## src/rtl/rom_download_ctrl.sv

```systemverilog
// rom_download_ctrl: buffers HPS ioctl download bytes into 12 MHz ROM write slots
// and holds the game core in reset until the image is loaded and settled.
module rom_download_ctrl #(
  parameter logic [15:0] PROG_END    = 16'h6000,
  parameter logic [15:0] GFX_END     = 16'hA000,
  parameter logic [15:0] SND_END     = 16'hC000,
  parameter logic [16:0] ROM_SIZE    = 17'h0C100,
  parameter int          HOLD_CYCLES = 1024
) (
  input  logic        clk_sys,
  input  logic        reset_n,
  input  logic        ce,
  input  logic        ioctl_download,
  input  logic        ioctl_wr,
  input  logic [24:0] ioctl_addr,
  input  logic [7:0]  ioctl_dout,
  output logic        ioctl_wait,
  output logic [15:0] dn_addr,
  output logic [7:0]  dn_data,
  output logic [3:0]  dn_wr,
  output logic        core_reset,
  output logic        load_done,
  output logic [16:0] byte_count,
  output logic [1:0]  err
);
  localparam int CW = $clog2(HOLD_CYCLES + 1);

  typedef enum logic [2:0] {S_WAIT, S_LOAD, S_DRAIN, S_HOLD, S_RUN} state_t;

  state_t        state, state_n;
  logic          full;
  logic [1:0]    region, region_in;
  logic [CW-1:0] hold_cnt;
  logic          in_range, wr_ok, drain, capture, start, hold_last;

  assign in_range  = ioctl_addr < 25'(ROM_SIZE);
  assign wr_ok     = (state == S_LOAD) && ioctl_download && ioctl_wr;
  assign drain     = full && ce;
  assign capture   = wr_ok && in_range && (!full || drain);
  assign start     = ioctl_download && (state == S_WAIT || state == S_HOLD || state == S_RUN);
  assign hold_last = hold_cnt == CW'(HOLD_CYCLES - 1);
  assign region_in = ioctl_addr < 25'(PROG_END) ? 2'd0 :
                     ioctl_addr < 25'(GFX_END)  ? 2'd1 :
                     ioctl_addr < 25'(SND_END)  ? 2'd2 : 2'd3;
  assign ioctl_wait = full;
  assign dn_wr      = {4{drain}} & (4'b0001 << region);

  always_comb begin
    state_n = state;
    case (state)
      S_WAIT:  state_n = ioctl_download ? S_LOAD : S_WAIT;
      S_LOAD:  state_n = ioctl_download ? S_LOAD : full ? S_DRAIN : S_HOLD;
      S_DRAIN: state_n = (!full || drain) ? S_HOLD : S_DRAIN;
      S_HOLD:  state_n = ioctl_download ? S_LOAD : hold_last ? S_RUN : S_HOLD;
      S_RUN:   state_n = ioctl_download ? S_LOAD : S_RUN;
      default: state_n = S_WAIT;
    endcase
  end

  always_ff @(posedge clk_sys or negedge reset_n) begin
    if (!reset_n) begin
      state      <= S_WAIT;
      full       <= 1'b0;
      dn_addr    <= '0;
      dn_data    <= '0;
      region     <= '0;
      hold_cnt   <= '0;
      core_reset <= 1'b1;
      load_done  <= 1'b0;
      byte_count <= '0;
      err        <= '0;
    end else begin
      state      <= state_n;
      core_reset <= state_n != S_RUN;
      full       <= capture || (full && !drain);
      hold_cnt   <= (state == S_HOLD && state_n == S_HOLD) ? hold_cnt + 1'b1 : '0;
      if (capture) begin
        dn_addr <= ioctl_addr[15:0];
        dn_data <= ioctl_dout;
        region  <= region_in;
      end
      // A new session wipes all status; the buffer is always empty here
      if (start) begin
        load_done  <= 1'b0;
        byte_count <= '0;
        err        <= '0;
      end else begin
        if (drain && byte_count != '1) byte_count <= byte_count + 1'b1;
        if (wr_ok && !in_range) err[0] <= 1'b1;
        if (wr_ok && in_range && full && !drain) err[1] <= 1'b1;
        if (state == S_HOLD && state_n == S_RUN) load_done <= 1'b1;
      end
    end
  end
endmodule

```

## config.mk

```make
export PLATFORM = sky130hd
export DESIGN_NAME = rom_download_ctrl
export DESIGN_NICKNAME = d
export VERILOG_FILES = /design/src/rtl/rom_download_ctrl.sv
export SDC_FILE = /design/constraint.sdc
export NUM_CORES = 1
export LEC_CHECK = 0
export CORE_UTILIZATION = 47
export CTS_CLUSTER_SIZE = 12
export DETAILED_ROUTE_END_ITERATION = 8
export PLACE_DENSITY = 0.8
export REMOVE_ABC_BUFFERS = 1
export SLEW_MARGIN = 10
export SYNTH_ARGS = -nofsm -noshare
export SYNTH_HDL_FRONTEND = slang
export SYNTH_SLANG_ARGS = --single-unit
```

## constraint.sdc

```tcl
create_clock -name clk_sys -period 3.45 [get_ports clk_sys]
set_clock_uncertainty 0.15 [all_clocks]
set_input_delay 0.69 -clock clk_sys [delete_from_list [all_inputs] [get_ports clk_sys]]
set_output_delay 0.69 -clock clk_sys [all_outputs]
set_load 0.1 [all_outputs]
```

# [After elaboration in Yosys (flattened, before gate mapping)]
# Cells that the tools add are included.
[word_totals] regBits=62 in_bits=38
[op_classes] add_sub_neg=2 n_lt_le_gt_ge=4 n_eq_ne=9 n_shift=1 muxes=19 n_bitwise=1 reduce_logical=25
[ops] operator="$lt 25x16->1 const B" count=3
[ops] operator="$mux 17" count=2
[ops] operator="$lt 25x15->1 const B" count=1
[ops] operator="$add 17x1->17 const B" count=1
[ops] operator="$ne 17x17->1 const B" count=1
[ops] operator="$pmux 3 s5" count=1
[ops] operator="$logic_and 1x1->1" count=13
[ops] operator="$add 11x1->11 const B" count=1
[ops] operator="$eq 11x10->1 const B" count=1
[ops] operator="$mux 11" count=1
[ops] operator="$eq 3x2->1 const B" count=3
[ops] operator="$mux 3" count=3
[ops] operator="$mux 1" count=8
[ops] operator="$mux 2" count=4
[ops] operator="$reduce_bool 2->1" count=4
[ops] operator="$eq 3x3->1 const B" count=2
[ops] operator="$and 4x4->4" count=1
[ops] operator="$logic_or 1x1->1" count=4
[ops] operator="$shl 1x2->4 const A" count=1
[ops] operator="$eq 3x1->1 const B" count=1
[ops] operator="$logic_not 1->1" count=3
[ops] operator="$logic_not 3->1" count=1
[ops] operator="$ne 3x3->1 const B" count=1

# [Depth between registers and ports, before layout]
# Gate-level depths: netlist (run 1).
[depth] depth_word=8 depth_mapped=10 ltp_nobuf=8

# [Least setup slack after synthesis (run 1)]
# No wires, ideal clock.
[synth_path] kind="register to output" startpoint="register full (netlist: ioctl_wait)" endpoint="output dn_wr[0]" arrival_ns=3.308 required_time_ns=2.610 setup_slack_ns=-0.698 stages_incl_launch_ff=3 n_path_buf=0 path_cell_list="dfrtp_1 nand2_1 nor3_1"
[synth_via] elab_chain_len=2
[synth_rtl] item="from (decl)" line_no="31" rtl="logic full;"
[synth_rtl] item="from (signal assigned)" line_no="75" rtl="full <= capture || (full && !drain);"
[synth_rtl] item="$logic_and 1x1->1" line_no="38" rtl="assign drain = full && ce;"
[synth_rtl] item="$and 4x4->4" line_no="46" rtl="assign dn_wr = {4{drain}} & (4'b0001 << region);"
[synth_rtl] item="to (decl)" line_no="20" rtl="output logic [3:0] dn_wr,"
# No other way between the ends.

# [Worst setup path in the final report (run 1)]
[layout_path] startpoint="input ioctl_addr[13]" endpoint="register dn_addr[1]"
[layout_via] elab_chain_len=3
[layout_rtl] item="from (decl)" line_no="15" rtl="input logic [24:0] ioctl_addr,"
[layout_rtl] item="$lt 25x16->1" line_no="36" rtl="assign in_range = ioctl_addr < 25'(ROM_SIZE);"
[layout_rtl] item="$logic_and 1x1->1 (2 in a row)" line_no="39" rtl="assign capture = wr_ok && in_range && (!full || drain);"
[layout_rtl] item="to (signal assigned)" line_no="78" rtl="dn_addr <= ioctl_addr[15:0];"
[layout_rtl] item="to (decl)" line_no="18" rtl="output logic [15:0] dn_addr,"
# No other way between the ends.
# A chain may end at the register's enable or synchronous reset.

==> flow_summary.yaml, run 1 <==
place:
  placed_cell_area_um2: 3800
  dpl.hpwl_um: 4660
  dp.cells: 417
  place.gp.congestion: 0.784
  port_buffers: 87
  dp_worst_setup_slack_ns: 0.163
drt:
  routed_wirelength_um: 6450
  vias: 2292
  viasPerCell: 5.29
  drt_iter0_markers: 137
  first_pass_iters: 4
  post-route-drc-count: 0
  ant_nets: 0
  drt-wirelength-per-cell_um: 14.9
grt:
  grt_pass1_wl_um: 10500
  grt_use_met2_pct: 34.4
  grt_most_used_layer: "met2"
  grt_start_max_net_pins: 31
  grt-ovfl-total: 0
  antenna_found_initial: 0
  grtUsageMet3_pct: 3.98
  grt_pass1_vias: 2213
  use_met1_pct: 28.7
  groute.usage.overall_pct: 21.7
power:
  switching_share_pct: 27.8
  internal-power_mw: 1.22
  p_sw_mw: 0.469
  pwr-share-seq_pct: 46.3
  ir_worst_vdd_mv: 0.438
  clockPowerShare_pct: 37.9
  power_per_cell_area_nw_per_um2: 422
  p_comb_share_pct: 15.8
  leakagePower_nw: 1.86
clock_network:
  cts_sinks: 62
  cts_resized: 0
  cts_buffer_depth: 2
  cts_tree: "yes"
  hold_buffers: 0
  numCtsBuffers: 9
  clock_latency_ns: 0.33
  htreeDepth: 3
  cts_root_buffer: "clkbuf_8"
  post_cts_buffers: 0
  cts.clk_slew.worst_paths_ns: 0.08
finish:
  fin_nets: 394
  diodes: 0
  drive_gt1_share_pct: 29.1
  final_cell_area_um2: 4000
  final_cells: 433
  syn_to_final_growth_pct: 37.4
critical_path:
  crit_type: "in -> reg"
  cp_slowest_stage_delay_ns: 0.51
  path_delay_family: "compound AO/OA/AOI/OAI gates"
  cp_max_fo: 11
  crit_buf_inv: 2
  r2r-end: "byte_count[11]"
  reg2reg_depth: 8
  worstSetupPathDepth: 6
  r2r-start: "byte_count[2]"
  crit_path_top_delay_cell: "or4_1"
  critical_path.cell_chain: "clkdlybuf4s50_1 -> or4_1 -> o311a_1 -> a2111oi_4 -> buf_4 -> mux2_4"
  cp.required_ns: 3.51
  cp-end-kind: "register"
  cp-startpoint: "ioctl_addr[13]"
  start_kind: "primary input"
  r2r_setup_slack_ns: 0.83
  worstSetupEndpoint: "dn_addr[1]"
  arrival_ns: 3.00
yosys:
  yosysWarnings: 0
  yosysTopAreaCellShare_pct: 52.5
  yosysSeqAreaShare_pct: 53.4
  synthFlopType: "dfrtp_1"
  netlist_top_cells_area: "dfrtp_1, mux2_4, nor2_1"
  synth_edf_count: 0
  syn_area_um2: 2910
  synth_cell_types: 41
  synthCells: 256
  syn_avg_cell_area_um2: 11.4
  ys_ff_latch: 62
  ys_async_sr_fraction_pct: 100
  synth_top_area_cell: "dfrtp_1"
floorplanning:
  io_pins: 88
  die-width_um: 80.7
  start_util_pct: 48.9
  die_h_um: 80.7
  design.die.area_um2: 6510
  fp.coreArea_um2: 5960
  rows: 28
timing:
  tightest_slew_ns: 0.679
  timing.final.crit_share_pct: 85.2
  hold_viol: 0
  layout_min_cycle_time_ns: 2.94
  slew_headroom_pct: 54.7
  final_max_slew_viol_count: 0
  layout_setup_ws_ns: 0.509
  setup_viol: 0
  fmax_ghz: 0.340
  rsz0062_at_grt: "no"
run:
  maxCapViolations: 0
worst_hold_path:
  worstHoldPathType: "in -> async"
outcome:
  status: "finished clean"
==> worst register-to-register path, cell delays in order (launching register included) <==
cell and delay, ns:
dfrtp_1 0.45, and4_1 0.32, nand4_1 0.16, nor3_1 0.08
ha_1 0.22, and3b_1 0.41, nand4_1 0.25, or3_1 0.36
a21oi_1 0.15
==> kinds of logic (layout without fill, tap and decap cells) <==
logic type / Yosys count / in the layout / synth area share, %
buf+inv: 16 / 118 / 2.88
mux: 26 / 26 / 12.5
xor+xnor: 17 / 17 / 5.12
compound gates: 34 / 34 / 7.91
fa+ha+maj: 3 / 3 / 1.29
flops: 62 / 62 / 53.4
simple gates: 98 / 98 / 17.0
==> layout make-up <==
| class | instances | area [um^2] |
|---|---|---|
| repair buffers | 95 | 851 |
| inverters | 7 | 26.3 |
| fillers | 483 | 1960 |
| multi-input cells | 178 | 1270 |
| clock buffers | 12 | 155 |
| clock inverters | 4 | 45.0 |
| flip-flops and latches | 62 | 1550 |
| well taps | 75 | 93.8 |
==> synthesized netlist by cell type, drive strengths merged (2+ instances only) <==
master / instances
a211o: 2
a21oi: 12
and2: 2
and3: 2
and3b: 2
and4: 2
buf: 4
clkbuf: 5
dfrtp: 61
ha: 3
inv: 7
mux2: 25
nand2: 18
nand3: 10
nand4: 7
nor2: 31
nor3: 8
nor4: 3
o21a: 2
o21ai: 9
o31ai: 3
or3: 5
or4: 3
xnor2: 9
xor2: 8
==> how the worst min path moves through the flow <==
| stage | depth (start not counted) | end | start |
|---|---|---|---|
| after floorplan | 0 | byte_count[0] | reset_n |
| after global placement | 1 | hold_cnt[0] | hold_cnt[0] |
| after detailed placement | 1 | hold_cnt[0] | hold_cnt[0] |
| after CTS | 1 | state[2] | reset_n |
| after global routing | 1 | err[0] | reset_n |
| final | 1 | err[0] | reset_n |
==> per-layer routing <==
layer	vias to the layer above	wire (um)
li1	1095	-
met1	1116	2860
met2	75	3160
met3	6	357
met4	0	75
met5	-	0
==> cells in the final DEF, fill, tap and decap left out, types with 2 or more instances in the layout <==
cell type,n
o31ai_1,3
inv_1,7
clkdlybuf4s50_1,36
o21ai_0,9
buf_12,4
and3b_1,2
nor3_1,8
nand2_1,18
and3_1,2
clkinv_2,3
nand3_1,10
nand4_1,7
and4_1,2
ha_1,3
clkbuf_8,11
xor2_1,8
dfrtp_1,61
and2_1,2
or4_1,3
xnor2_1,9
nor4_1,3
a21oi_1,12
or3_1,5
mux2_2,6
nor2_1,31
buf_4,54
o21a_1,2
mux2_4,19
==> sequential cells by signal, indices dropped and copies added (netlist names) <==
name,count
byte_count,17
core_reset,1
dn_addr,16
dn_data,8
err,2
hold_cnt,11
ioctl_wait,1
load_done,1
region,2
state,3
==> per-stage QoR <==
step | TNS (ns) | power, mW | utilization, % | hold WS, ns
floorplan | -6.58 | 0.939 | - | 0.244
global placement | 0 | 1.05 | 63.8 | 0.327
detailed placement | 0 | 1.05 | 63.8 | 0.330
CTS | 0 | 1.70 | 67.1 | 0.258
global route | 0 | 1.76 | 67.1 | 0.287
finish | 0 | 1.69 | 67.1 | 0.239
==> power groups by stage <==
stage	combinational [mW]	clock [mW]	sequential [mW]
finish	0.266	0.640	0.781
detailed placement	0.262	0	0.793
CTS	0.267	0.653	0.780
global route	0.291	0.687	0.785
global placement	0.258	0	0.791
floorplan	0.0979	0	0.841
Power figures use the tool's default switching activity.
==> run 2: changes to the inputs <==
Settings changed: CORE_MARGIN from default to 3.
==> flow_summary.yaml, run 2 (synthesis results as in run 1) <==
clock_network:
  cts.clk_slew.worst_paths_ns: 0.06
  cts_buffer_depth: 2
  hold_buffers: 0
  numCtsBuffers: 9
  cts_sinks: 62
  cts_resized: 0
  clock_latency_ns: 0.33
  cts_tree: "yes"
  post_cts_buffers: 0
  htreeDepth: 3
  cts_root_buffer: "clkbuf_8"
power:
  leakagePower_nw: 1.85
  power_per_cell_area_nw_per_um2: 429
  ir_worst_vdd_mv: 0.360
timing:
  setup_tns_ns: 0
  hold_viol: 0
  layout_min_cycle_time_ns: 2.98
  setup_viol: 0
  holdWs_ns: 0.239
  fmax_ghz: 0.336
  tightest_slew_ns: 0.659
  timing.final.crit_share_pct: 86.3
  slew_headroom_pct: 56.0
  rsz0062_at_grt: "no"
  final_max_slew_viol_count: 0
grt:
  grt_pass1_vias: 2295
  groute.usage.overall_pct: 19.4
  grt_pass1_wl_um: 10900
  grt-ovfl-total: 0
  grt_start_max_net_pins: 34
  antenna_found_initial: 0
drt:
  met1_length_um: 2790
  wl_met2_um: 2990
  wl_met3_um: 497
  drt_iter0_markers: 146
  vias: 2273
  routed_wirelength_um: 6440
  drt-wirelength-per-cell_um: 15.0
  post-route-drc-count: 0
  viasPerCell: 5.29
  ant_nets: 0
  top_layer_used: "met4"
  first_pass_iters: 4
floorplanning:
  rows: 28
  io_pins: 88
  design.die.area_um2: 7170
  die_h_um: 84.7
  start_util_pct: 48.9
  fp.coreArea_um2: 5960
  die-width_um: 84.7
place:
  place.gp.congestion: 0.790
  dpl.hpwl_um: 4810
  port_buffers: 87
  placed_cell_area_um2: 3790
  dp.cells: 414
run:
  maxCapViolations: 0
critical_path:
  start_kind: "primary input"
  cp-end-kind: "register"
  cp.required_ns: 3.51
  cp_max_fo: 26
  r2r_setup_slack_ns: 0.85
  crit_type: "in -> reg"
  arrival_ns: 3.04
finish:
  multi_input_area_um2: 1270
  final_cells: 430
  final_cell_mix: "dfrtp_1, buf_4, clkdlybuf4s50_1"
  layout_commonest_cell: "dfrtp_1"
  final_cell_area_um2: 4010
  top_regs: "byte_count x17, dn_addr x16, hold_cnt x11"
  n_fill_cell: 455
  largest_register: "byte_count"
  largest_reg_flops: 17
  syn_to_final_growth_pct: 37.7
  seq_area_um2: 1550
  postLayoutCoreUtil_pct: 67.3
  diodes: 0
  fin_nets: 391
  drive_gt1_share_pct: 28.7
worst_hold_path:
  worstHoldPathType: "in -> async"
outcome:
  status: "finished clean"
run 2: cell types whose count changed in the layout (fill, tap and decap cells not counted):
| cell | delta |
|---|---|
| clkinv_2 | -1 |
| buf_4 | -4 |
| clkbuf_1 | -1 |
| clkbuf_8 | +2 |
| buf_12 | +1 |
run 2: path summary, 6_finish.rpt:
| check | cells past startpoint | endpoint | from |
|---|---|---|---|
| worst max register to register | 8 | byte_count[9] | byte_count[2] |
| max in group asynchronous | 2 | dn_addr[10] | reset_n |
| worst min register to register | 1 | hold_cnt[0] | hold_cnt[0] |
| worst min-delay path | 1 | err[0] | reset_n |
| worst max-delay path | 6 | dn_data[0] | ioctl_addr[11] |
| min in group clk_sys | 1 | hold_cnt[0] | hold_cnt[0] |
run 2: metrics by stage:
step | total power, mW | setup WS, ns
after global routing | 1.79 | 0.364
final | 1.72 | 0.472
after global placement | 1.05 | 0.163
after detailed placement | 1.05 | 0.138
after floorplan | 0.939 | -0.698
after CTS | 1.74 | 0.488
run 2: cell type report:
| type | instances | area share [%] |
|---|---|---|
| clock buffer | 13 | 4.47 |
| inverter | 7 | 0.656 |
| sequential | 62 | 38.8 |
| tap | 75 | 2.34 |
| multi-input combinational | 178 | 31.8 |
| timing repair buffer | 92 | 21.0 |
| clock inverter | 3 | 0.999 |
run 2: critical path, cell delays in order:
cell and delay, ns:
clkdlybuf4s50_1 0.42, or4_1 0.52, o311a_1 0.38, a2111oi_4 0.40
buf_12 0.26, mux2_2 0.36
run 2: routing by layer:
layer / track usage (%) / up-vias
met2: 29.1 / 79
met1: 25.3 / 1087
met3: 5.30 / 13
met4: 11.1 / 0
li1: - / 1094
met5: 0 / -
run 2: power breakdown:
group | leakage, nW | switching [mW] | total (mW) | internal (mW)
combinational | 0.889 | 0.163 | 0.261 | 0.0972
clock | 0.115 | 0.267 | 0.678 | 0.410
sequential | 0.850 | 0.0290 | 0.780 | 0.751
total | 1.85 | 0.460 | 1.72 | 1.26
==> run 3: changes to the inputs <==
Settings changed: CORE_UTILIZATION 47 to 42, CTS_CLUSTER_DIAMETER from default to 60, PLACE_DENSITY 0.8 to 0.73.
==> flow_summary.yaml, run 3 (synthesis results as in run 1) <==
outcome:
  status: "finished clean"
finish:
  n_fill_cell: 540
  drive_gt1_share_pct: 29.3
  final_cell_mix: "dfrtp_1, buf_4, clkdlybuf4s50_1"
  syn_to_final_growth_pct: 38.2
  fin_nets: 394
  largest_register: "byte_count"
  diodes: 0
  top_regs: "byte_count x17, dn_addr x16, hold_cnt x11"
  layout_commonest_cell: "dfrtp_1"
  largest_reg_flops: 17
clock_network:
  cts_root_buffer: "clkbuf_8"
  cts_buffer_depth: 2
  numCtsBuffers: 9
  clock_latency_ns: 0.34
  cts_resized: 0
  cts_tree: "yes"
  cts_sinks: 62
  htreeDepth: 3
  hold_buffers: 0
  post_cts_buffers: 0
  cts.clk_slew.worst_paths_ns: 0.08
grt:
  antenna_found_initial: 0
  groute.usage.overall_pct: 16.6
  grt_pass1_wl_um: 10200
  grt_pass1_vias: 2234
  grt_start_max_net_pins: 40
  grt-ovfl-total: 0
worst_hold_path:
  worstHoldPathType: "in -> async"
place:
  port_buffers: 87
  dp_worst_setup_slack_ns: 0.124
  place.gp.congestion: 0.824
  dpl.hpwl_um: 4680
drt:
  first_pass_iters: 4
  post-route-drc-count: 0
  vias: 2235
  ant_nets: 0
  viasPerCell: 5.14
  drt_iter0_markers: 60
  routed_wirelength_um: 6380
  drt-wirelength-per-cell_um: 14.7
timing:
  timing.final.crit_share_pct: 86.1
  hold_viol: 0
  final_max_slew_viol_count: 0
  rsz0062_at_grt: "no"
  fmax_ghz: 0.337
  layout_setup_ws_ns: 0.479
  layout_min_cycle_time_ns: 2.97
  setup_tns_ns: 0
  holdWs_ns: 0.305
  tightest_slew_ns: 0.854
  setup_viol: 0
  slew_headroom_pct: 43.0
critical_path:
  crit_path_top_delay_cell: "or4_1"
  arrival_ns: 3.04
  start_kind: "primary input"
  cp-end-kind: "register"
  cp.required_ns: 3.52
  crit_buf_inv: 2
  critical_path.cell_chain: "clkdlybuf4s50_1 -> or4_1 -> o311a_1 -> a2111oi_4 -> buf_4 -> mux2_4"
  cp_max_fo: 14
  crit_type: "in -> reg"
  path_delay_family: "buffers and inverters"
  cp_slowest_stage_delay_ns: 0.53
floorplanning:
  start_util_pct: 44.6
  rows: 29
  io_pins: 88
  die_h_um: 89.2
  die-width_um: 89.2
  fp.coreArea_um2: 6530
  design.die.area_um2: 7960
power:
  leakagePower_nw: 1.86
  power_per_cell_area_nw_per_um2: 435
  internal-power_mw: 1.27
  switching_share_pct: 27.3
  ir_worst_vdd_mv: 0.392
  clockPowerShare_pct: 40.5
  p_comb_share_pct: 14.9
  p_sw_mw: 0.477
  pwr-share-seq_pct: 44.6
run:
  maxCapViolations: 0
-- run 3: cell types whose count changed in the layout (fill, tap and decap cells not counted), sizes merged --
cell and change:
clkbuf -3, buf +3, clkinvlp +2, bufinv +1
-- run 3: worst reg2reg max path, delay by kind of cell (launching register included) --
family                   cells  cell delay, ns
AND/OR/NAND/NOR              6            1.55
flip-flops                   1            0.44
AO/OA/AOI/OAI                1            0.14
adder cells (fa/ha/maj)      1            0.21
-- run 3: power groups by stage --
stage	Combinational [mW]	Clock, mW	Sequential (mW)
6_report	0.261	0.709	0.779
5_1_grt	0.282	0.766	0.783
4_1_cts	0.264	0.731	0.778
3_5_place_dp	0.263	0	0.791
3_3_place_gp	0.261	0	0.790
2_1_floorplan	0.0979	0	0.841
-- run 3: cell type report --
class / instances / area, um^2 / share of cell area, %
Clock inverter: 6 / 85.1 / 2.12
Timing Repair Buffer: 95 / 851 / 21.2
Tap cell: 77 / 96.3 / 2.40
Clock buffer: 10 / 138 / 3.42
Multi-Input combinational cell: 178 / 1270 / 31.7
Sequential cell: 62 / 1550 / 38.6
Inverter: 7 / 26.3 / 0.653
-- run 3: final timing paths --
| check | from | endpoint | slack [ns] | cells past startpoint |
|---|---|---|---|---|
| worst max-delay path | ioctl_addr[13] | dn_addr[1] | 0.48 | 6 |
| worst min-delay path | reset_n | byte_count[11] | 0.30 | 1 |
| worst max register to register | byte_count[2] | byte_count[11] | 0.90 | 8 |
| worst min register to register | hold_cnt[0] | hold_cnt[0] | 0.33 | 1 |
| max in group asynchronous | reset_n | core_reset | 2.03 | 2 |
| min in group clk_sys | hold_cnt[0] | hold_cnt[0] | 0.33 | 1 |
-- run 3: metrics by stage --
stage                     power [mW]  std cells  cell area, um^2  utilization [%]
after global placement          1.05        419             3800             58.2
after floorplan                0.939        247             2850                -
after global routing            1.83        435             4020             61.6
after CTS                       1.77        435             4020             61.6
after detailed placement        1.05        419             3800             58.2
final                           1.75        435             4020             61.6
-- run 3: layer usage --
metal	vias to the layer above	wire, um	global-route usage (%)
met5	-	0	0
met4	0	18	4.06
met3	2	471	6.91
met2	62	3050	26.8
met1	1073	2840	20.9
li1	1098	-	-
